===== config.mk =====
export PLATFORM = sky130hd
export DESIGN_NAME = vend_credit_ctrl
export DESIGN_NICKNAME = d
export VERILOG_FILES = /design/src/rtl/vend_pkg.sv /design/src/rtl/vend_change_sel.sv /design/src/rtl/vend_credit_ctrl.sv
export SDC_FILE = /design/constraint.sdc
export NUM_CORES = 1
export LEC_CHECK = 0
export BUFFER_PORTS_ARGS = -buffer_cell sky130_fd_sc_hd__buf_4
export CAP_MARGIN = 10
export CORE_ASPECT_RATIO = 0.8
export CORE_MARGIN = 2
export CORE_UTILIZATION = 50
export CTS_BUF_LIST = sky130_fd_sc_hd__clkbuf_4 sky130_fd_sc_hd__clkbuf_8
export CTS_CLUSTER_DIAMETER = 100
export DETAILED_ROUTE_END_ITERATION = 8
export PLACE_DENSITY = 0.76
export SYNTH_ARGS = -nofsm -noshare
export SYNTH_HDL_FRONTEND = slang
export SYNTH_SLANG_ARGS = --single-unit

===== constraint.sdc =====
create_clock -name clk -period 3.25 [get_ports clk]
set_input_delay 0.1625 -clock clk [delete_from_list [all_inputs] [get_ports clk]]
set_output_delay 0.1625 -clock clk [all_outputs]
set_load 0.02 [all_outputs]

===== src/rtl/vend_pkg.sv =====
// Shared types and constants for the vending credit controller.
package vend_pkg;

  localparam int unsigned CREDIT_W   = 5;
  localparam int unsigned CREDIT_MAX = 31;

  // coin_type encodings
  localparam logic [1:0] COIN_1  = 2'b00;
  localparam logic [1:0] COIN_2  = 2'b01;
  localparam logic [1:0] COIN_5  = 2'b10;
  localparam logic [1:0] COIN_10 = 2'b11;

  typedef enum logic [1:0] {
    StIdle,
    StCollect,
    StDispense,
    StChange
  } vend_state_e;

  // Face value in NIS of an encoded coin.
  function automatic logic [CREDIT_W-1:0] coin_value(input logic [1:0] ct);
    logic [CREDIT_W-1:0] val;
    unique case (ct)
      COIN_1:  val = 5'd1;
      COIN_2:  val = 5'd2;
      COIN_5:  val = 5'd5;
      default: val = 5'd10;
    endcase
    return val;
  endfunction

endpackage


===== src/rtl/vend_change_sel.sv =====
// Greedy change selector: picks the largest coin not exceeding the credit.
module vend_change_sel
  import vend_pkg::*;
(
  input  logic [CREDIT_W-1:0] credit,
  output logic [1:0]          chg_coin,
  output logic [CREDIT_W-1:0] chg_value
);

  // Largest-first coin pick; zero credit yields a zero value.
  always_comb begin
    chg_coin  = COIN_1;
    chg_value = '0;
    if (credit >= 5'd10) begin
      chg_coin  = COIN_10;
      chg_value = 5'd10;
    end else if (credit >= 5'd5) begin
      chg_coin  = COIN_5;
      chg_value = 5'd5;
    end else if (credit >= 5'd2) begin
      chg_coin  = COIN_2;
      chg_value = 5'd2;
    end else if (credit != '0) begin
      chg_coin  = COIN_1;
      chg_value = 5'd1;
    end
  end

endmodule


===== src/rtl/vend_credit_ctrl.sv =====
// Credit accumulator FSM: collects coins, sells items, returns change.
module vend_credit_ctrl
  import vend_pkg::*;
#(
  parameter int unsigned PRICE0 = 5,
  parameter int unsigned PRICE1 = 8,
  parameter int unsigned PRICE2 = 12,
  parameter int unsigned PRICE3 = 20
) (
  input  logic                clk,
  input  logic                rst_n,
  input  logic                coin_valid,
  input  logic [1:0]          coin_type,
  input  logic                sel_valid,
  input  logic [1:0]          sel_item,
  input  logic                cancel,
  input  logic                disp_ready,
  output logic [CREDIT_W-1:0] credit,
  output logic                coin_reject,
  output logic                insufficient,
  output logic                disp_valid,
  output logic [1:0]          disp_item,
  output logic                chg_valid,
  output logic [1:0]          chg_coin,
  output logic                busy
);

  if (PRICE0 < 1 || PRICE0 > CREDIT_MAX || PRICE1 < 1 || PRICE1 > CREDIT_MAX ||
      PRICE2 < 1 || PRICE2 > CREDIT_MAX || PRICE3 < 1 || PRICE3 > CREDIT_MAX) begin : g_bad_price
    $error("vend_credit_ctrl: every PRICEn must lie in 1..31");
  end

  localparam logic [CREDIT_W-1:0] Price0 = CREDIT_W'(PRICE0);
  localparam logic [CREDIT_W-1:0] Price1 = CREDIT_W'(PRICE1);
  localparam logic [CREDIT_W-1:0] Price2 = CREDIT_W'(PRICE2);
  localparam logic [CREDIT_W-1:0] Price3 = CREDIT_W'(PRICE3);

  vend_state_e         state_q, state_d;
  logic [CREDIT_W-1:0] credit_q, credit_d;
  logic [1:0]          disp_item_q, disp_item_d;
  logic                coin_reject_q, coin_reject_d;
  logic                insufficient_q, insufficient_d;

  logic [CREDIT_W-1:0] price;
  logic [CREDIT_W:0]   sum;
  logic [1:0]          sel_coin;
  logic [CREDIT_W-1:0] sel_value;

  vend_change_sel u_change_sel (
    .credit    (credit_q),
    .chg_coin  (sel_coin),
    .chg_value (sel_value)
  );

  // Price lookup for the requested item.
  always_comb begin
    price = Price0;
    unique case (sel_item)
      2'd0:    price = Price0;
      2'd1:    price = Price1;
      2'd2:    price = Price2;
      default: price = Price3;
    endcase
  end

  // Next-state, credit update and one-cycle status pulses.
  always_comb begin
    state_d        = state_q;
    credit_d       = credit_q;
    disp_item_d    = disp_item_q;
    coin_reject_d  = 1'b0;
    insufficient_d = 1'b0;
    // Widened so a 31 + 10 overflow is visible instead of wrapping.
    sum            = {1'b0, credit_q} + {1'b0, coin_value(coin_type)};

    unique case (state_q)
      StIdle, StCollect: begin
        if (cancel) begin
          coin_reject_d = coin_valid;
          if (state_q == StCollect) state_d = StChange;
        end else if (sel_valid) begin
          coin_reject_d = coin_valid;
          if (credit_q >= price) begin
            credit_d    = credit_q - price;
            disp_item_d = sel_item;
            state_d     = StDispense;
          end else begin
            insufficient_d = 1'b1;
          end
        end else if (coin_valid) begin
          if (sum <= (CREDIT_W + 1)'(CREDIT_MAX)) begin
            credit_d = sum[CREDIT_W-1:0];
            state_d  = StCollect;
          end else begin
            coin_reject_d = 1'b1;
          end
        end
      end
      StDispense: begin
        coin_reject_d = coin_valid;
        if (disp_ready) state_d = (credit_q != '0) ? StChange : StIdle;
      end
      StChange: begin
        coin_reject_d = coin_valid;
        credit_d      = credit_q - sel_value;
        if (credit_d == '0) state_d = StIdle;
      end
      default: state_d = StIdle;
    endcase
  end

  // State registers; reset abandons any in-flight sale or refund.
  always_ff @(posedge clk or negedge rst_n) begin
    if (!rst_n) begin
      state_q        <= StIdle;
      credit_q       <= '0;
      disp_item_q    <= 2'd0;
      coin_reject_q  <= 1'b0;
      insufficient_q <= 1'b0;
    end else begin
      state_q        <= state_d;
      credit_q       <= credit_d;
      disp_item_q    <= disp_item_d;
      coin_reject_q  <= coin_reject_d;
      insufficient_q <= insufficient_d;
    end
  end

  assign credit       = credit_q;
  assign coin_reject  = coin_reject_q;
  assign insufficient = insufficient_q;
  assign disp_valid   = (state_q == StDispense);
  assign disp_item    = disp_item_q;
  assign chg_valid    = (state_q == StChange) && (credit_q != '0);
  assign chg_coin     = chg_valid ? sel_coin : 2'b00;
  assign busy         = (state_q == StDispense) || (state_q == StChange);

endmodule

# After elaboration in Yosys (flattened, before gate mapping)
# Index checks and enable logic that the tools add are counted.
op_classes:
  addsub: 3
  magnitude_cmp: 5
  n_eq_ne: 17
  n_mux: 35
  bitwise: 1
  n_reduce_logical: 13
op_table:
  columns: ["op", "n"]
  rows:
  - ["$mux 5", 8]
  - ["$mux 2", 12]
  - ["$pmux 5 s3", 1]
  - ["$ne 3x3->1 const B", 4]
  - ["$ne 4x4->1 const B", 3]
  - ["$pmux 4 s3", 1]
  - ["$mux 1", 10]
  - ["$pmux 5 s2", 1]
  - ["$sub 5x5->5", 2]
  - ["$eq 2x2->1 const B", 4]
  - ["$add 5x5->6", 1]
  - ["$eq 2x1->1 const B", 3]
  - ["$le 6x5->1 const B", 1]
  - ["$logic_not 2->1", 3]
  - ["$ne 2x2->1 const B", 3]
  - ["$pmux 2 s3", 1]
  - ["$reduce_and 6->1", 1]
  - ["$ge 5x2->1 const B", 1]
  - ["$ge 5x3->1 const B", 1]
  - ["$ge 5x4->1 const B", 1]
  - ["$ge 5x5->1", 1]
  - ["$logic_not 5->1", 1]
  - ["$reduce_and 5->1", 1]
  - ["$reduce_bool 5->1", 1]
  - ["other kinds (7)", 8]
word_totals:
  register_bits: 11
  inputBits: 10
  out_inout_bits: 14
  word_cells: 79

# Longest topological paths before layout
# Gate-level depths: netlist of the first run.
depth:
  ltp_word: 9
  depth_mapped: 11
  depth_no_buf: 11

# By module
# From an unflattened synthesis of the first run, not the netlist that was laid out.
unflattened:
  hier_cells: 162
  hier_area_um2: 1335.0
by_module_without_submodules:
  columns: ["module", "n_inst", "cells_each", "area_per_inst_um2", "seq_area_each_um2"]
  rows:
  - ["vend_credit_ctrl", 1, 143, 1233.7, 275.3]
  - ["vend_change_sel", 1, 19, 101.3, 0.0]

# Least setup slack after synthesis of the first run
# OpenSTA, ideal clock, no wires.
synth_timing:
  path_type: "reg-to-reg"
  startpoint: "register credit_q[3] (netlist: credit[3])"
  endpoint: "register credit_q[4] (netlist: credit[4])"
  setup_time_ps: 132
  t_arrival_ps: 2570
  t_required_ps: 3118
  path_slack_ps: 548
  stages_incl_launch_ff: 12
  path_buffers: 0
  synth_period_minus_slack_ps: 2702
  cell_sequence: "dfrtp_1 inv_1 o21ai_0 a21oi_1 ha_1 inv_1 fa_1 a21o_1 a21oi_1 mux2_2 a311oi_1 mux2i_1"
synth_between:
  elab_chain_cells: 7
  word_cells_on_any_way: 22
  cone_classes: "add/sub: 3; order compare: 5; eq/ne: 2; mux: 10; reduce/logical: 2"
synth_rtl:
  columns: ["element", "line_no", "text"]
  rows:
  - ["from (decl)", "vend_credit_ctrl.sv:39", "logic [CREDIT_W-1:0] credit_q, credit_d;"]
  - ["from (signal assigned)", "vend_credit_ctrl.sv:122", "credit_q <= credit_d;"]
  - ["parallel branches: the longest is 7 deep, another holds $ge 5x2->1", null, null]
# Several ways; the timed one is not identified. The select of a mux whose other input is x is not followed.
# A chain may end at the register's enable or synchronous reset.

# Worst setup path after layout of the first run
layout_timing:
  startpoint: "register credit_q[1] (netlist: credit[1])"
  endpoint: "register credit_q[4] (netlist: credit[4])"
# Same word-level chain as after synthesis.

==> results of run 1 <==
[power by group]
part | internal, mW | switching (mW)
Sequential | 0.201 | 0.118
Combinational | 0.602 | 0.738
Clock | 0.0560 | 0.0538
[cell usage after synthesis (2+ instances only)]
cell type,instances
clkbuf_1,4
a21oi_1,13
mux2i_1,6
inv_1,13
dfrtp_1,11
nand3_1,3
a21o_1,4
o21ai_0,8
mux2_2,3
xnor2_1,4
a31oi_1,3
nand2_1,7
nor2b_1,2
xor2_1,2
nor2_1,13
nand3b_1,2
and2_1,3
ha_1,16
or3_1,2
fa_1,2
nor3_1,3
a211oi_1,3
nand2b_1,4
o211ai_1,2
[stage by stage]
step / cell area (sq um) / worst slack (ns) / utilization [%] / std cells / hold WS [ns]
4_1_cts: 1510 / 0.370 / 61.8 / 211 / 0.123
6_report: 1510 / 0.362 / 61.8 / 211 / 0.120
5_1_grt: 1510 / 0.0959 / 61.8 / 211 / 0.137
2_1_floorplan: 1280 / 0.548 / - / 153 / -0.133
3_3_place_gp: 1470 / 0.496 / 60.1 / 206 / 0.00622
3_5_place_dp: 1470 / 0.383 / 60.1 / 206 / 0.00950
[final timing paths]
kind | start | endpoint | slack, ns | depth (start not counted)
max reg2reg | credit[1]$_DFFE_PN0P_ | credit[4]$_DFFE_PN0P_ | 0.36 | 11
min reg2reg | disp_item[0]$_DFFE_PN0P_ | disp_item[0]$_DFFE_PN0P_ | 0.49 | 2
max in group asynchronous | rst_n | credit[1]$_DFFE_PN0P_ | 2.85 | 2
min in group asynchronous | rst_n | insufficient$_DFF_PN0_ | 0.25 | 2
min | coin_valid | coin_reject$_DFF_PN0_ | 0.12 | 2
max | credit[1]$_DFFE_PN0P_ | credit[4]$_DFFE_PN0P_ | 0.36 | 11
[cell usage in the layout (no fill, tap or decap), types with 2 or more instances in the layout]
cell type and instances:
clkbuf_4 4, a211oi_1 3, nand3_1 3, xor2_1 2
mux2i_1 6, inv_1 13, nand3b_1 2, a31oi_1 3
nor3_1 3, nor2_1 13, xnor2_1 4, buf_4 23
ha_1 16, nand2_1 7, nand2b_1 4, dfrtp_1 11
a21oi_1 13, mux2_2 3, or3_1 2, nor2b_1 2
o211ai_1 2, a21o_1 4, and2_1 3, o21ai_0 8
fa_1 2
[area by class of cell]
cell class | count | area (sq um) | area share (%)
multi-input combinational | 122 | 923 | 61.2
inverter | 14 | 52.6 | 3.48
timing repair buffer | 24 | 183 | 12.1
tap | 36 | 45.0 | 2.99
sequential | 11 | 275 | 18.2
clock buffer | 4 | 30.0 | 1.99
[worst reg2reg max path, cell delays in order (launching register included)]
cell      delay (ns)
dfrtp_1         0.49
inv_1           0.20
o21ai_0         0.13
a21oi_1         0.16
ha_1            0.16
inv_1           0.06
fa_1            0.40
a21o_1          0.22
a21oi_1         0.24
mux2_2          0.37
a311oi_1        0.24
mux2i_1         0.11
[metal layers]
| metal | up-vias | part of all wire [%] | GRT usage (%) |
|---|---|---|---|
| met4 | 0 | 2.2 | 9.06 |
| met1 | 587 | 45 | 31.2 |
| met5 | - | 0 | 0 |
| li1 | 598 | - | - |
| met2 | 50 | 48 | 38.4 |
| met3 | 12 | 5.5 | 4.77 |
[repair_timing]
item,CTS,global route
hold endpoints to repair,11,0
hold buffers,1,0
resized for setup,0,0
[registers in the layout, indices dropped and copies added (netlist names)]
signal and count:
disp_item 2, state_q 2, insufficient 1, credit 5, coin_reject 1
[cells by family after synthesis]
| kind of cell | after synthesis |
|---|---|
| xor gates and xnor gates | 6 |
| adders and majority gates | 18 |
| buffers and inverters | 20 |
| and+or+nand+nor | 45 |
| AOI/OAI and AO/OA | 43 |
| DFF | 11 |
| muxes | 10 |
==> results.cfg, run 1 <==
[setup_path]
critPathTopFamily = compound AO/OA/AOI/OAI gates
worstPathArrival_ns = 3.05
crit_type = register to register
cp_slowest_cell = dfrtp_1
crit_chain = inv_1 -> o21ai_0 -> a21oi_1 -> ha_1 -> inv_1 -> fa_1 -> a21o_1 -> a21oi_1 -> mux2_2 -> a311oi_1 -> mux2i_1
cpPeakStageDelay_ns = 0.49
endpoint_kind = register
crit_fanout = 10
crit_required_ns = 3.41
critPathBufInv = 2
worst_setup_path_start_kind = register

[clocking]
cts_max_path_buffers = 2
clock_latency_ns = 0.28
cts.clk_slew.worst_paths_ns = 0.08
h-tree-depth = 1
cts_root_buf = clkbuf_4
clock-sinks = 11
cts_tree = built
cts_setup_buffers = 0
cts_buffers = 3

[timing]
hold_viol_final = 0
worst_slew_pin_slew_ns = 0.572
rsz0062_at_grt = false
slew_violations = 0
tns_ns = 0
clock.fmax_ghz = 0.346
min_period_ns = 2.89
period_share_pct = 88.9
timing.slew.headroom_pct = 61.8
skew_ns = 0.00132
finalSetupViolCount = 0

[synth]
synthMuxAreaShare_pct = 8.47
ys.flop_type = dfrtp_1
ys_ff_latch = 11
syn_inst = 153
synthAdderAreaFrac_pct = 18.7
netlist_area_sq_mm = 0.00128
synth-compound-area-share_pct = 22.4
ys_seq_area_share_pct = 21.4
synth_cell_types = 44
yosys.area_share.simple_pct = 18.2
synthXorXnorAreaFrac_pct = 4.09
synth_edf_count = 0
yosysTopAreaCell = dfrtp_1
avgSynthCellArea_sq_um = 8.40
synth_top_area_share_pct = 21.4
synth_async_sr_flop_share_pct = 100
syn_nets = 181
synthTopCellsByArea = dfrtp_1 (21%), ha_1 (16%), a21oi_1 (5.1%)
ys_warn_count = 0
synth_top_family_by_area = compound AO/OA/AOI/OAI gates

[cells_and_area]
drive_gt1_share_pct = 19.4
diodes = 0
synthToLayoutAreaGrowth_pct = 17.4
final_nets = 204
fillerInstances = 217

[die]
boundaryPins = 24
die_x_microns = 60.7
die_h_microns = 49.3
die_area_sq_mm = 0.00299
fp.coreArea_sq_mm = 0.00244
start_util_pct = 52.6
row_count = 16

[detailed_routing]
wl_per_cell_microns = 15.7
drc = 0
vias = 1247
routed_wl_mm = 3.31
drtIter0Drc = 59
dr.pass1.iters = 4
vias_per_cell = 5.91
ant_nets = 0

[status]
outcome = finished, final reports clean

[place]
detailed_place_hpwl_mm = 2.59
place_congestion = 0.921
portBuffers = 23

[global_routing]
grt_max_degree = 19
grt_pass1_wl_mm = 5.42
grtUsageTotal_pct = 23.9
grt_antenna_before_repair = 0
grt_overflow_total = 0
grt_pass1_vias = 1227

[pwr]
power_leakage_nw = 0.716
peakVddDrop_uv = 662
p_per_area_mw_per_mm2 = 1170
finalPower_mw = 1.77

[worst_hold_path]
hold_path.class = primary input to register

[flow_run]
timing.max_cap.violations = 0
(Power assumes the default switching activity.)
==> run 2: changes to the inputs <==
--- a/config.mk
+++ b/config.mk
@@ -5,7 +5,6 @@
 export SDC_FILE = /design/constraint.sdc
 export NUM_CORES = 1
 export LEC_CHECK = 0
-export BUFFER_PORTS_ARGS = -buffer_cell sky130_fd_sc_hd__buf_4
 export CAP_MARGIN = 10
 export CORE_ASPECT_RATIO = 0.8
 export CORE_MARGIN = 2
@@ -13,7 +12,8 @@
 export CTS_BUF_LIST = sky130_fd_sc_hd__clkbuf_4 sky130_fd_sc_hd__clkbuf_8
 export CTS_CLUSTER_DIAMETER = 100
 export DETAILED_ROUTE_END_ITERATION = 8
-export PLACE_DENSITY = 0.76
+export DONT_BUFFER_PORTS = 1
+export PLACE_DENSITY = 0.68
 export SYNTH_ARGS = -nofsm -noshare
 export SYNTH_HDL_FRONTEND = slang
 export SYNTH_SLANG_ARGS = --single-unit
==> run 2 against run 1 <==
Compared with the run above:
- hold slack got worse by 0.049 ns
- via count fell by 9.1%
- sequential power rose by 3%
- largest power group unchanged
- clock power barely moved
- first-iteration DRC count rose by 8.5%
- critical path type unchanged
- non-clock buffer count fell by 19
- critical path depth fell by 1
- register-to-register slack barely moved
==> results.cfg, run 2 (synthesis gave the netlist of run 1 again) <==
[clocking]
cts_tree = built
cts_root_buf = clkbuf_4
h-tree-depth = 1
clock_latency_ns = 0.28
cts_max_path_buffers = 2
cts-resized-gates = 0
cts_buffers = 3
cts.clk_slew.worst_paths_ns = 0.08
clock-sinks = 11

[setup_path]
crit_top_cell = a21oi_1
cpPeakStageDelay_ns = 0.65
crit_chain = o21ai_0 -> a21oi_1 -> ha_1 -> inv_1 -> fa_1 -> a21o_1 -> a21oi_1 -> mux2_2 -> a311oi_1 -> mux2i_1
endpoint_kind = register
worst_setup_path_start_kind = register
crit_type = register to register
crit_required_ns = 3.41
worstPathArrival_ns = 3.05
crit_fanout = 10
cp_slowest_cell = dfrtp_1

[timing]
worst_slew_pin_slew_ns = 0.591
finalSetupViolCount = 0
tns_ns = 0
min_period_ns = 2.89
hold_viol_final = 0
slew_violations = 0
timing.slew.headroom_pct = 60.5
rsz0062_at_grt = false
period_share_pct = 88.9
clock.fmax_ghz = 0.346
skew_ns = 0.00322

[detailed_routing]
routed_wl_mm = 3.12
vias = 1134
ant_nets = 0
drc = 0
wl_per_cell_microns = 16.3
drtIter0Drc = 64
dr.pass1.iters = 4
vias_per_cell = 5.91

[global_routing]
grt_antenna_before_repair = 0
grt_max_degree = 19
grtUsageTotal_pct = 22.8
grt_pass1_vias = 1096
grt_overflow_total = 0
grt_pass1_wl_mm = 5.13

[cells_and_area]
largest_reg_flops = 5
final_cell_area_sq_mm = 0.00137
drive_gt1_share_pct = 8.97
final_nets = 185
diodes = 0
synthToLayoutAreaGrowth_pct = 6.52
layout_common_cells = ha_1 (16), inv_1 (13), a21oi_1 (13), nor2_1 (13), dfrtp_1 (11)
final_common_cell = ha_1
fillerInstances = 242

[place]
portBuffers = 0
placed_cell_area_sq_mm = 0.00132
place_congestion = 0.907
detailed_place_hpwl_mm = 2.38

[die]
die_x_microns = 60.7
fp.coreArea_sq_mm = 0.00244
row_count = 16
die_area_sq_mm = 0.00299
die_h_microns = 49.3
boundaryPins = 24
start_util_pct = 52.6

[worst_hold_path]
hold_path.class = primary input to register

[status]
outcome = finished, final reports clean

[pwr]
finalPower_mw = 1.65
power_leakage_nw = 0.622
p_per_area_mw_per_mm2 = 1200
peakVddDrop_uv = 491

[flow_run]
timing.max_cap.violations = 0
[run 2: metrics by stage]
step                      cells  hold slack [ns]  setup WS [ns]  util [%]
after floorplan             153           -0.133          0.548         -
after global placement      186           -0.133          0.480      54.0
after detailed placement    186           -0.133          0.414      54.0
after CTS                   191           0.0124          0.382      55.6
after global routing        192           0.0651          0.188      56.0
final                       192           0.0711          0.361      56.0
[run 2: critical path: cells and delay by family (launching register included)]
family / cells / cell delay [ns]
compound gates: 5 / 1.03
flops: 1 / 0.65
fa+ha+maj: 2 / 0.56
mux: 2 / 0.46
buf+inv: 1 / 0.06
[run 2: cell type report]
type	instances	area, sq um	area share, %
Inverter	14	52.6	3.84
Clock buffer	4	30.0	2.19
Tap cell	36	45.0	3.29
Sequential cell	11	275	20.1
Timing Repair Buffer	5	42.5	3.11
Multi-Input combinational cell	122	923	67.5
[run 2: timing repair]
| item | CTS | global route |
|---|---|---|
| buffers inserted | 0 | 0 |
| hold endpoints to repair | 11 | 1 |
| hold buffers | 1 | 1 |
[run 2: final timing paths]
kind / start / endpoint / depth (start not counted) / slack [ns]
setup reg to reg: credit[2]$_DFFE_PN0P_ / credit[4]$_DFFE_PN0P_ / 10 / 0.36
max in group asynchronous: rst_n / disp_item[1]$_DFFE_PN0P_ / 1 / 2.55
hold / removal: sel_item[0] / disp_item[0]$_DFFE_PN0P_ / 2 / 0.07
setup / recovery: credit[2]$_DFFE_PN0P_ / credit[4]$_DFFE_PN0P_ / 10 / 0.36
min in group asynchronous: rst_n / credit[4]$_DFFE_PN0P_ / 1 / 0.32
hold reg to reg: credit[3]$_DFFE_PN0P_ / credit[3]$_DFFE_PN0P_ / 2 / 0.61
[run 2: report_power, final]
group          internal [mW]  total (mW)  switching, mW  leakage [nW]
sequential             0.201       0.330          0.129         0.131
clock                 0.0560       0.112         0.0560        0.0184
combinational          0.515        1.21          0.691         0.473
total                  0.772        1.65          0.876         0.622
[run 2: routing by layer]
metal  track usage, %  share of wire, %  up-vias
li1                 -                 -      556
met1             32.6                48      534
met2             33.0                44       36
met3             5.04               5.2        8
met4             8.33               2.9        0
met5                0                 0        -
==> run 3: changes to the inputs <==
--- a/config.mk
+++ b/config.mk
@@ -8,12 +8,12 @@
 export CAP_MARGIN = 10
 export CORE_ASPECT_RATIO = 0.8
 export CORE_MARGIN = 2
-export CORE_UTILIZATION = 50
+export CORE_UTILIZATION = 35
 export CTS_BUF_LIST = sky130_fd_sc_hd__clkbuf_4 sky130_fd_sc_hd__clkbuf_8
 export CTS_CLUSTER_DIAMETER = 100
 export DETAILED_ROUTE_END_ITERATION = 8
 export DONT_BUFFER_PORTS = 1
-export PLACE_DENSITY = 0.68
+export PLACE_DENSITY = 0.52
 export SYNTH_ARGS = -nofsm -noshare
 export SYNTH_HDL_FRONTEND = slang
 export SYNTH_SLANG_ARGS = --single-unit
==> run 3 against run 2 <==
Compared with the run above:
- non-clock buffer count is 1 higher
- final cell count up 3.6%
- utilization fell by 16 points
- first-iteration DRC count shrank 20%
- via count decreased by 2.1%
- flip-flop and latch count stayed put
- design area rose by 2.3%
- routed wire length grew 5.2%
- largest power group unchanged
==> results.cfg, run 3 (synthesis gave the netlist of run 1 again) <==
[clocking]
cts_tree = built
cts_setup_buffers = 0
cts_root_buf = clkbuf_8
h-tree-depth = 1
cts_max_path_buffers = 2
cts.clk_slew.worst_paths_ns = 0.05
cts_buffers = 3
clock_latency_ns = 0.24
clock-sinks = 11

[timing]
slew_violations = 0
timing.slew.headroom_pct = 60.8
clock.fmax_ghz = 0.346
finalSetupViolCount = 0
worst_slew_pin_slew_ns = 0.587
hold_viol_final = 0
min_period_ns = 2.89
worst_slack_ns = 0.356
tns_ns = 0
skew_ns = 0.00343
whs_ns = 0.0473
period_share_pct = 89.0
rsz0062_at_grt = false

[cells_and_area]
drive_gt1_share_pct = 10.2
finish.utilization_pct = 40.3
final_nets = 186
layout_common_cells = ha_1 (16), inv_1 (13), a21oi_1 (13), nor2_1 (13), dfrtp_1 (11)
synthToLayoutAreaGrowth_pct = 8.96
diodes = 0
final_cell_area_sq_mm = 0.00140
instances_no_fill = 199
largest_reg_flops = 5
final_common_cell = ha_1

[setup_path]
rr_startpoint = credit[1]$_DFFE_PN0P_
critPathBufInv = 2
crit_required_ns = 3.36
endpoint_kind = register
worst_setup_path_start_kind = register
critPathTopFamily = compound AO/OA/AOI/OAI gates
cp_slowest_cell = dfrtp_1
crit_fanout = 10
worstPathArrival_ns = 3.01
cpPeakStageDelay_ns = 0.50
crit_type = register to register
critPathLaunch = credit[1]$_DFFE_PN0P_
crit_chain = inv_1 -> o21ai_0 -> a21oi_1 -> ha_1 -> inv_1 -> fa_1 -> a21o_1 -> a21oi_1 -> mux2_2 -> a311oi_1 -> mux2i_1

[pwr]
finalPower_mw = 1.71
power_leakage_nw = 0.635
p_per_area_mw_per_mm2 = 1220
peakVddDrop_uv = 490

[detailed_routing]
ant_nets = 0
wl_per_cell_microns = 16.5
vias_per_cell = 5.58
dr.pass1.iters = 4
drc = 0
drtIter0Drc = 51
routed_wl_mm = 3.28
vias = 1110

[place]
detailed_place_hpwl_mm = 2.58
place_congestion = 0.846
portBuffers = 0
dp_cells = 194
pre_cts_ws_ns = 0.388
placed_cell_area_sq_mm = 0.00134

[global_routing]
grt_pass1_vias = 1061
grt_pass1_wl_mm = 5.35
grt_overflow_total = 0
grt_max_degree = 19
grtUsageTotal_pct = 16.7
grt_antenna_before_repair = 0

[die]
die_x_microns = 71.7
die_area_sq_mm = 0.00418
boundaryPins = 24
start_util_pct = 37.0
die_h_microns = 58.2
fp.coreArea_sq_mm = 0.00347
row_count = 19

[worst_hold_path]
hold_path.class = primary input to register
min_from = coin_valid

[flow_run]
timing.max_cap.violations = 0

[status]
outcome = finished, final reports clean
run 3: changes by cell type in the layout (fill, tap and decap cells not counted), sizes merged:
cell,change
buf,+2
dlygate4sd3,-1
run 3: path summary, 6_finish.rpt:
path / end / slack [ns] / depth (start not counted)
hold reg to reg: state_q[0]$_DFFE_PN0P_ / 0.62 / 2
hold / removal: coin_reject$_DFF_PN0_ / 0.05 / 1
setup reg to reg: credit[4]$_DFFE_PN0P_ / 0.36 / 11
min in group asynchronous: coin_reject$_DFF_PN0_ / 0.34 / 1
setup / recovery: credit[4]$_DFFE_PN0P_ / 0.36 / 11
max in group asynchronous: disp_item[0]$_DFFE_PN0P_ / 2.56 / 1
run 3: final cells by class:
type	count	area (sq um)
clock buffers	4	48.8
multi-input cells	122	923
inverters	14	52.6
fillers	342	2070
flip-flops and latches	11	275
repair buffers	6	47.5
well taps	42	52.6
run 3: timing repair:
item | CTS | global route
hold buffers | 1 | 0
resized for setup | 0 | 0
endpoints found under the hold margin | 11 | 0
run 3: where the power goes:
part	switching, mW	total, mW	internal (mW)	leakage, nW
sequential	0.106	0.309	0.203	0.131
combinational	0.727	1.26	0.528	0.478
clock	0.0531	0.148	0.0946	0.0262
total	0.887	1.71	0.826	0.635
run 3: layer usage:
metal | track usage (%) | routed length (microns) | share of wire [%]
met4 | 2.70 | 10 | 0.30
met5 | 0 | 0 | 0
met3 | 5.04 | 228 | 6.9
met1 | 22.1 | 1580 | 48
met2 | 27.5 | 1470 | 45
